### src/rtl/digpot_pkg.sv
// digpot_pkg: shared definitions for the digital-pot tracker.
//   - default geometry (POT_STEPS_DEF, MAX_BURST_DEF)
//   - command word field positions and direction encodings
//   - tracker state encoding and command word struct
package digpot_pkg;

    localparam int POT_STEPS_DEF = 100;
    localparam int MAX_BURST_DEF = 127;

    localparam int CMD_DIR_BIT = 7;
    localparam int CMD_CNT_MSB = 6;

    localparam logic DIR_UP   = 1'b1;
    localparam logic DIR_DOWN = 1'b0;

    typedef enum logic [1:0] {
        ST_IDLE       = 2'd0,
        ST_HOME_ISSUE = 2'd1,
        ST_ISSUE      = 2'd2,
        ST_WAIT       = 2'd3
    } state_e;

    // Matches cmd_o layout: [7] direction, [6:0] step count.
    typedef struct packed {
        logic       dir;
        logic [CMD_CNT_MSB:0] cnt;
    } cmd_t;

endpackage

### src/rtl/digpot_step_calc.sv
// digpot_step_calc: combinational helper for the tracker.
//   target_raw_i : raw target from the host, clamped to POT_STEPS-1 on tgt_clamp_o
//   tgt_i/pos_i  : latched target and tracked wiper position
//   dir_o        : 1 = move up (tgt > pos)
//   cnt_o        : |tgt - pos| limited to MAX_BURST
//   at_target_o  : tgt == pos
module digpot_step_calc
    import digpot_pkg::*;
#(
    parameter int POT_STEPS = POT_STEPS_DEF,
    parameter int MAX_BURST = MAX_BURST_DEF
) (
    input  logic [6:0] target_raw_i,
    input  logic [6:0] tgt_i,
    input  logic [6:0] pos_i,
    output logic [6:0] tgt_clamp_o,
    output logic       dir_o,
    output logic [6:0] cnt_o,
    output logic       at_target_o
);

    localparam logic [6:0] TOP_POS = 7'(POT_STEPS - 1);
    localparam logic [7:0] BURST   = 8'(MAX_BURST);

    logic [7:0] mag;

    always_comb begin
        tgt_clamp_o = (target_raw_i > TOP_POS) ? TOP_POS : target_raw_i;
        dir_o       = (tgt_i > pos_i) ? DIR_UP : DIR_DOWN;
        // 8-bit subtraction ordered by direction so it never wraps.
        mag         = dir_o ? ({1'b0, tgt_i} - {1'b0, pos_i})
                            : ({1'b0, pos_i} - {1'b0, tgt_i});
        cnt_o       = (mag > BURST) ? BURST[6:0] : mag[6:0];
        at_target_o = (tgt_i == pos_i);
    end

endmodule

### src/rtl/digpot_tracker.sv
// digpot_tracker: absolute-position front end for the digital-pot stepping
// engine. Keeps a shadow copy of the wiper (the pot cannot report it),
// homes the wiper to 0 when required and turns target changes into
// {direction, count} step bursts over a valid/ready/done handshake.
//   clk, reset_n     : clock, asynchronous active-low reset
//   target_i/_we_i   : desired position and its single-cycle write strobe
//   home_i           : single-cycle re-home request
//   cmd_o/cmd_valid_o: step command to the engine, cmd_ready_i accepts it
//   cmd_done_i       : engine finished the accepted burst
//   position_o       : tracked wiper position, homed_o says it is trustworthy
//   busy_o           : command outstanding or target not yet reached
module digpot_tracker
    import digpot_pkg::*;
#(
    parameter int POT_STEPS     = POT_STEPS_DEF,
    parameter int MAX_BURST     = MAX_BURST_DEF,
    parameter bit HOME_ON_RESET = 1'b1
) (
    input  logic       clk,
    input  logic       reset_n,
    input  logic [6:0] target_i,
    input  logic       target_we_i,
    input  logic       home_i,
    output logic [7:0] cmd_o,
    output logic       cmd_valid_o,
    input  logic       cmd_ready_i,
    input  logic       cmd_done_i,
    output logic [6:0] position_o,
    output logic       homed_o,
    output logic       busy_o
);

    localparam state_e RST_STATE = HOME_ON_RESET ? ST_HOME_ISSUE : ST_IDLE;

    state_e     state_q, state_d;
    cmd_t       cmd_q, cmd_d;
    logic       cmd_valid_q, cmd_valid_d;
    logic [6:0] pos_q, pos_d;
    logic [6:0] tgt_q, tgt_d;
    logic       homed_q, homed_d;
    logic       home_pend_q, home_pend_d;
    logic       homing_q, homing_d;
    logic       busy_q, busy_d;

    logic [6:0] tgt_clamp;
    logic       calc_dir;
    logic [6:0] calc_cnt;
    logic       at_target;

    digpot_step_calc #(
        .POT_STEPS (POT_STEPS),
        .MAX_BURST (MAX_BURST)
    ) u_calc (
        .target_raw_i (target_i),
        .tgt_i        (tgt_q),
        .pos_i        (pos_q),
        .tgt_clamp_o  (tgt_clamp),
        .dir_o        (calc_dir),
        .cnt_o        (calc_cnt),
        .at_target_o  (at_target)
    );

    always_comb begin
        state_d     = state_q;
        cmd_d       = cmd_q;
        cmd_valid_d = cmd_valid_q;
        pos_d       = pos_q;
        tgt_d       = tgt_q;
        homed_d     = homed_q;
        home_pend_d = home_pend_q;
        homing_d    = homing_q;

        case (state_q)
            ST_IDLE: begin
                if (home_pend_q) begin
                    state_d = ST_HOME_ISSUE;
                end else if (!at_target) begin
                    cmd_d       = '{dir: calc_dir, cnt: calc_cnt};
                    cmd_valid_d = 1'b1;
                    homing_d    = 1'b0;
                    state_d     = ST_ISSUE;
                end
            end
            ST_HOME_ISSUE: begin
                // Full-scale down burst: the engine saturates at 0, so this
                // lands on 0 from any physical position.
                cmd_d       = '{dir: DIR_DOWN, cnt: 7'(POT_STEPS)};
                cmd_valid_d = 1'b1;
                homed_d     = 1'b0;
                home_pend_d = 1'b0;
                homing_d    = 1'b1;
                state_d     = ST_ISSUE;
            end
            ST_ISSUE: begin
                if (cmd_valid_q && cmd_ready_i) begin
                    cmd_valid_d = 1'b0;
                    state_d     = ST_WAIT;
                end
            end
            ST_WAIT: begin
                if (cmd_done_i) begin
                    if (homing_q) begin
                        pos_d   = '0;
                        homed_d = 1'b1;
                    end else if (cmd_q.dir == DIR_UP) begin
                        pos_d = pos_q + cmd_q.cnt;
                    end else begin
                        pos_d = pos_q - cmd_q.cnt;
                    end
                    homing_d = 1'b0;
                    state_d  = ST_IDLE;
                end
            end
            default: state_d = ST_IDLE;
        endcase

        // Host-side writes are accepted in every state; a home request
        // arriving while HOME_ISSUE clears the flag still wins.
        if (target_we_i) tgt_d = tgt_clamp;
        if (home_i)      home_pend_d = 1'b1;

        busy_d = (state_d != ST_IDLE) || (tgt_d != pos_d) || home_pend_d;
    end

    always_ff @(posedge clk or negedge reset_n) begin
        if (!reset_n) begin
            state_q     <= RST_STATE;
            cmd_q       <= '0;
            cmd_valid_q <= 1'b0;
            pos_q       <= '0;
            tgt_q       <= '0;
            homed_q     <= !HOME_ON_RESET;
            home_pend_q <= HOME_ON_RESET;
            homing_q    <= 1'b0;
            busy_q      <= 1'b0;
        end else begin
            state_q     <= state_d;
            cmd_q       <= cmd_d;
            cmd_valid_q <= cmd_valid_d;
            pos_q       <= pos_d;
            tgt_q       <= tgt_d;
            homed_q     <= homed_d;
            home_pend_q <= home_pend_d;
            homing_q    <= homing_d;
            busy_q      <= busy_d;
        end
    end

    assign cmd_o       = cmd_q;
    assign cmd_valid_o = cmd_valid_q;
    assign position_o  = pos_q;
    assign homed_o     = homed_q;
    assign busy_o      = busy_q;

endmodule

### config.mk
export PLATFORM = sky130hd
export DESIGN_NAME = digpot_tracker
export DESIGN_NICKNAME = d
export VERILOG_FILES = /design/src/rtl/digpot_pkg.sv /design/src/rtl/digpot_step_calc.sv /design/src/rtl/digpot_tracker.sv
export SDC_FILE = /design/constraint.sdc
export NUM_CORES = 1
export LEC_CHECK = 0
export BUFFER_PORTS_ARGS = -buffer_cell sky130_fd_sc_hd__buf_2
export CORE_ASPECT_RATIO = 0.8
export CORE_MARGIN = 2
export CORE_UTILIZATION = 40
export DETAILED_ROUTE_END_ITERATION = 8
export SKIP_LAST_GASP = 1
export SYNTH_ARGS = -nofsm -noshare
export SYNTH_HDL_FRONTEND = slang
export SYNTH_SLANG_ARGS = --single-unit
### constraint.sdc
create_clock -name clk -period 5 [get_ports clk]
set_input_delay 1 -clock clk [delete_from_list [all_inputs] [get_ports clk]]
set_output_delay 1 -clock clk [all_outputs]
set_load 0.05 [all_outputs]
# ---- Word level (Yosys, flattened, before mapping)
# Cells that the tools add are included.
dict set report totals {
  latch_bits 0
  wordCells 70
  ram_bits 0
  regBits 29
  inputBits 13
  mem_bits_ro 0
  memories 0
  output_inout_bits 18
}
dict set report op_classes {
  add_sub_neg 4
  reduce_logical 13
  div_mod_pow 0
  mul 0
  order_cmp 3
  n_bitwise 0
  n_eq_ne 10
  n_mux 30
  n_shift 0
}
# op n
set op_table {}
lappend op_table {{$mux 7} 7}
lappend op_table {{$mux 8} 3}
lappend op_table {{$pmux 8 s2} 1}
lappend op_table {{$sub 7x7->8} 2}
lappend op_table {{$mux 1} 11}
lappend op_table {{$ne 2x2->1 const B} 5}
lappend op_table {{$gt 8x7->1 const B} 1}
lappend op_table {{$mux 2} 4}
lappend op_table {{$pmux 2 s4} 1}
lappend op_table {{$reduce_and 4->1} 2}
lappend op_table {{$add 7x7->7} 1}
lappend op_table {{$eq 7x7->1} 1}
lappend op_table {{$gt 7x7->1} 1}
lappend op_table {{$gt 7x7->1 const B} 1}
lappend op_table {{$ne 7x7->1} 1}
lappend op_table {{$sub 7x7->7} 1}
lappend op_table {{$pmux 1 s3} 2}
lappend op_table {{$reduce_and 3->1} 2}
lappend op_table {{$reduce_bool 2->1} 3}
lappend op_table {{$reduce_bool 3->1} 2}
lappend op_table {{$eq 2x2->1 const B} 2}
lappend op_table {{$eq 2x1->1 const B} 1}
lappend op_table {{$logic_not 2->1} 1}
lappend op_table {{$logic_or 1x1->1} 2}
lappend op_table {{2 further kinds} 2}

# ---- Longest topological paths before layout
dict set report logic_depth {
  depth_word 8
  depth_mapped 13
  ltp_nobuf 13
}

# ---- Cells and area by module
# From an unflattened synthesis, not the netlist that was laid out.
dict set report hier_totals {
  hier_cells 292
  hier_area_um2 2592.5
}
# mod seq_area_each_um2 instances area_each_um2 cells_each
set modules_own_cells {}
lappend modules_own_cells {digpot_tracker 728.2 1 1670.4 170}
lappend modules_own_cells {digpot_step_calc 0.0 1 922.1 122}

# ---- Least setup slack after synthesis
# Ideal clock, no wire load.
dict set report synth_timing {
  kind {register to register}
  startpoint {register cmd_q, in the netlist cmd_o[0]}
  endpoint {register busy_q (netlist: busy_o)}
  path_slack_ps 1790
  arrival_ps 3072
  required_time_ps 4861
  period_less_slack_ps 3210
  setup_time_ps 139
  path_stages_with_launch 11
  path_buffers 0
  cell_sequence {dfrtp_1 > inv_1 > ha_1 > mux2_2 > fa_1 > a211oi_1 > nor2_1 > o41ai_1 > xor2_1 > a2111oi_4 > nand4_1}
}
dict set report synth_via {
  elab_chain_cells 8
  elab_cells_between_ends 9
  classes_between {add/sub: 2; eq/ne: 1; mux: 4; reduce/logical: 2}
}
# item line
set synth_lines {}
lappend synth_lines {{start, declared} digpot_tracker.sv:36} ;# cmd_t cmd_q, cmd_d;
lappend synth_lines {{start signal, assigned} digpot_tracker.sv:138} ;# cmd_q <= cmd_d;
lappend synth_lines {{$sub 7x7->7 / $add 7x7->7 (equally long branches)} {digpot_tracker.sv:108, digpot_tracker.sv:106}}
lappend synth_lines {{$mux 7 (*)} digpot_tracker.sv:105} ;# end else if (cmd_q.dir == DIR_UP) begin
lappend synth_lines {{$mux 7 (*)} digpot_tracker.sv:102} ;# if (homing_q) begin
lappend synth_lines {{$mux 7 (*)} digpot_tracker.sv:101} ;# if (cmd_done_i) begin
lappend synth_lines {{$mux 7 (*)} digpot_tracker.sv:73} ;# case (state_q)
lappend synth_lines {{via pos_d[4]} digpot_tracker.sv:38} ;# logic [6:0] pos_q, pos_d;
lappend synth_lines {{$ne 7x7->1 (*)} digpot_tracker.sv:122} ;# busy_d = (state_d != ST_IDLE) || (tgt_d != pos_d) || home_pend_d;
lappend synth_lines {{$logic_or 1x1->1 (*) (2 in series)} digpot_tracker.sv:122}
lappend synth_lines {{via busy_d} digpot_tracker.sv:43} ;# logic busy_q, busy_d;
lappend synth_lines {{end signal, assigned} digpot_tracker.sv:145} ;# busy_q <= busy_d;
lappend synth_lines {{end, declared} digpot_tracker.sv:43}
# Mark *: on every way through the listed nets, which the timed path passes. The rest lies on a longest branch.
# A chain may end at the register's enable or synchronous reset.

# ---- Worst setup path after layout
# Ends and elaborated chain as after synthesis.

==> results.cfg <==
[status]
run_status = finished clean

[timing]
max_freq_mhz = 320.5
tightest_slew_ps = 683.0
setup_viol = 0
finalHoldViolCount = 0
rsz0062_at_grt = no
drv_slew = 0
whs_ps = 513.9
finalSetupTns_ps = 0
finClkSkew_ps = 2.636
fin_crit_sh_pct = 62.41
finalCriticalPeriod_ps = 3120
max_slew_margin_pct = 54.47

[critical_path]
rr_worst_depth = 10
required_ps = 5160
startpoint_type = flop
criticalPathCategory = reg -> reg
cpMaxStageDelayCell = fa_1
crit_fanout = 4
cpPeakStageDelay_ps = 440
endpoint_kind = flop
worst_ep_arrival_time_ps = 3280
path_cells = inv_1 -> ha_1 -> mux2_2 -> fa_1 -> a211oi_1 -> nor2_1 -> o41ai_1 -> xor2_1 -> a2111oi_4 -> nand4_1

[yosys]
syn_inst = 273
synthDistinctLibCells = 52
yosys.area.top_type = dfrtp_1
ys.flop_type = dfrtp_1
synth_seq_cells = 29
synth_area_mm2 = 0.002357
synth.top_cells.by_count = dfrtp_1 (27), nor2_1 (27), inv_1 (24), a21oi_1 (22)
synthArstFlopShare_pct = 100.0
synthTopCellsByArea = dfrtp_1 (29%), ha_1 (11%), a21oi_1 (4.7%)
seq_area_frac_synth_pct = 30.89
synth_edf_count = 0
synth_warnings = 0
synth_top_area_share_pct = 28.66
syn-num-nets = 310
syn_area_per_cell_um2 = 8.635

[power]
p_comb_share_pct = 65.6
pwr-share-seq_pct = 22.8
ir_drop_v = 0.0003076
swShare_pct = 52.82
p_clk_share_pct = 11.6
switchingPower_uw = 1001
p_leak_uw = 0.001264
p_per_area_mw_per_mm2 = 709.2
p_int_uw = 894.2

[placement]
dpl-instance-area_mm2 = 0.002571
placed_cells = 373
place.port_buffers = 30
dp_hpwl_um = 4654
place_congestion = 0.9177

[clock_tree]
clock_sinks = 29
cts_tree = done
clockBufferDepth = 2
htreeDepth = 2
root_buffer = clkbuf_8
clk_pin_slew_worst_paths_ps = 60
cts_resized = 0
cts_setup_buffers = 0
numCtsBuffers = 5
cts_hold_buf = 0
clock_latency_ps = 290

[route]
viasPerCell = 5.341
drc = 0
vias = 2035
wl_per_cell_um = 15.57
wl_um = 5931
drt_pre_antenna_iters = 4
ant_nets = 0
drtIter0Drc = 106

[final_layout]
nNetsFinal = 339
syn2layout_area_growth_pct = 13.38
n_antenna_cell = 0
fin_area_mm2 = 0.002673
fin_cells = 381
drive_gt1_share_pct = 16.83

[global_route]
grt.met1_usage_pct = 28.51
use_met2_pct = 29.12
grt_pass1_wl_um = 9991
grt_busiest_layer = met2
antenna_found_initial = 0
grt_usage_pct = 19.45
overflow = 0
grt_max_degree = 30
grt_pass1_vias = 1969
met3_usage_pct = 3.822

[die]
rows = 24
die_h_um = 72.66
ios = 31
fp.coreArea_mm2 = 0.005555
start_util_pct = 42.43
die_w_um = 89.83
die_area_mm2 = 0.006527

[run]
maxCapViolCount = 0

[min_path]
hold_class = reg -> reg
hold_depth = 2
==> layout by cell type, fill, tap and decap left out, types with 3 or more instances in the layout <==
master,count
o21ai_0,15
clkbuf_8,7
a21o_1,9
a21oi_1,22
buf_2,30
o21a_1,3
nor2b_1,3
nand3_1,10
ha_1,21
fa_1,3
mux2i_1,8
inv_1,24
xnor2_1,7
o21bai_1,3
nor3_1,4
nor2_1,27
nand2_1,21
xor2_1,9
dfrtp_1,27
==> metal layers <==
metal | up-vias | wire, um
met3 | 9 | 262
li1 | 1019 | -
met2 | 42 | 2540
met5 | - | 0
met1 | 965 | 3050
met4 | 0 | 76
==> kinds of logic after synthesis <==
kind of cell / count (synthesis) / share of synthesized area (%)
AND/OR/NAND/NOR: 87 / 18.47
AO/OA/AOI/OAI: 74 / 20.91
buffers and inverters: 32 / 5.255
flip-flops: 29 / 30.89
adder cells (fa/ha/maj): 24 / 13.69
XOR/XNOR: 16 / 5.945
multiplexers: 11 / 4.830
==> power by group through the flow <==
stage               clock network [uW]  registers, uW  logic (uW)
floorplan                            0            576         810
global route                       236            449        1380
global placement                     0            436        1230
finish                             219            433        1240
CTS                                224            435        1240
detailed placement                   0            439        1230
==> layout make-up <==
class	instances	area (um^2)
well taps	78	97.59
clock inverters	1	5.005
clock buffers	7	96.34
multi-input cells	212	1505
fillers	548	2883
repair buffers	30	150.1
flip-flops and latches	29	728.2
inverters	24	90.09
==> final timing paths <==
| kind | to | from | slack [ps] |
|---|---|---|---|
| setup / recovery | busy_o | cmd_o[0] | 1880 |
| hold reg to reg | homed_o | homed_o | 510 |
| max in group asynchronous | cmd_valid_o | reset_n | 3810 |
| setup reg to reg | busy_o | cmd_o[0] | 1880 |
| hold / removal | homed_o | homed_o | 510 |
| min in group asynchronous | tgt_q[1] | reset_n | 750 |
==> state kept, by name, summed over array words and instances (netlist names), 2 cells and up <==
name        cells
tgt_q           7
cmd_o           8
state_q         2
position_o      7
==> worst max-delay path, delay by kind of cell (launching register included) <==
kind	cells	cell delay (ps)
AO/OA/AOI/OAI	3	1100
XOR/XNOR	1	170
adder cells (fa/ha/maj)	2	720
buffers and inverters	1	80
flip-flops	1	420
multiplexers	1	290
AND/OR/NAND/NOR	2	210
==> stage by stage <==
stage / power, uW / worst slack [ps] / utilization, %
after floorplan: 1386 / 1790 / -
after global placement: 1669 / 1908 / 46.28
after detailed placement: 1667 / 1880 / 46.28
after CTS: 1896 / 1874 / 48.11
after global routing: 2062 / 1644 / 48.11
final: 1895 / 1880 / 48.11
Note: power is estimated with default switching activity, not from simulation.
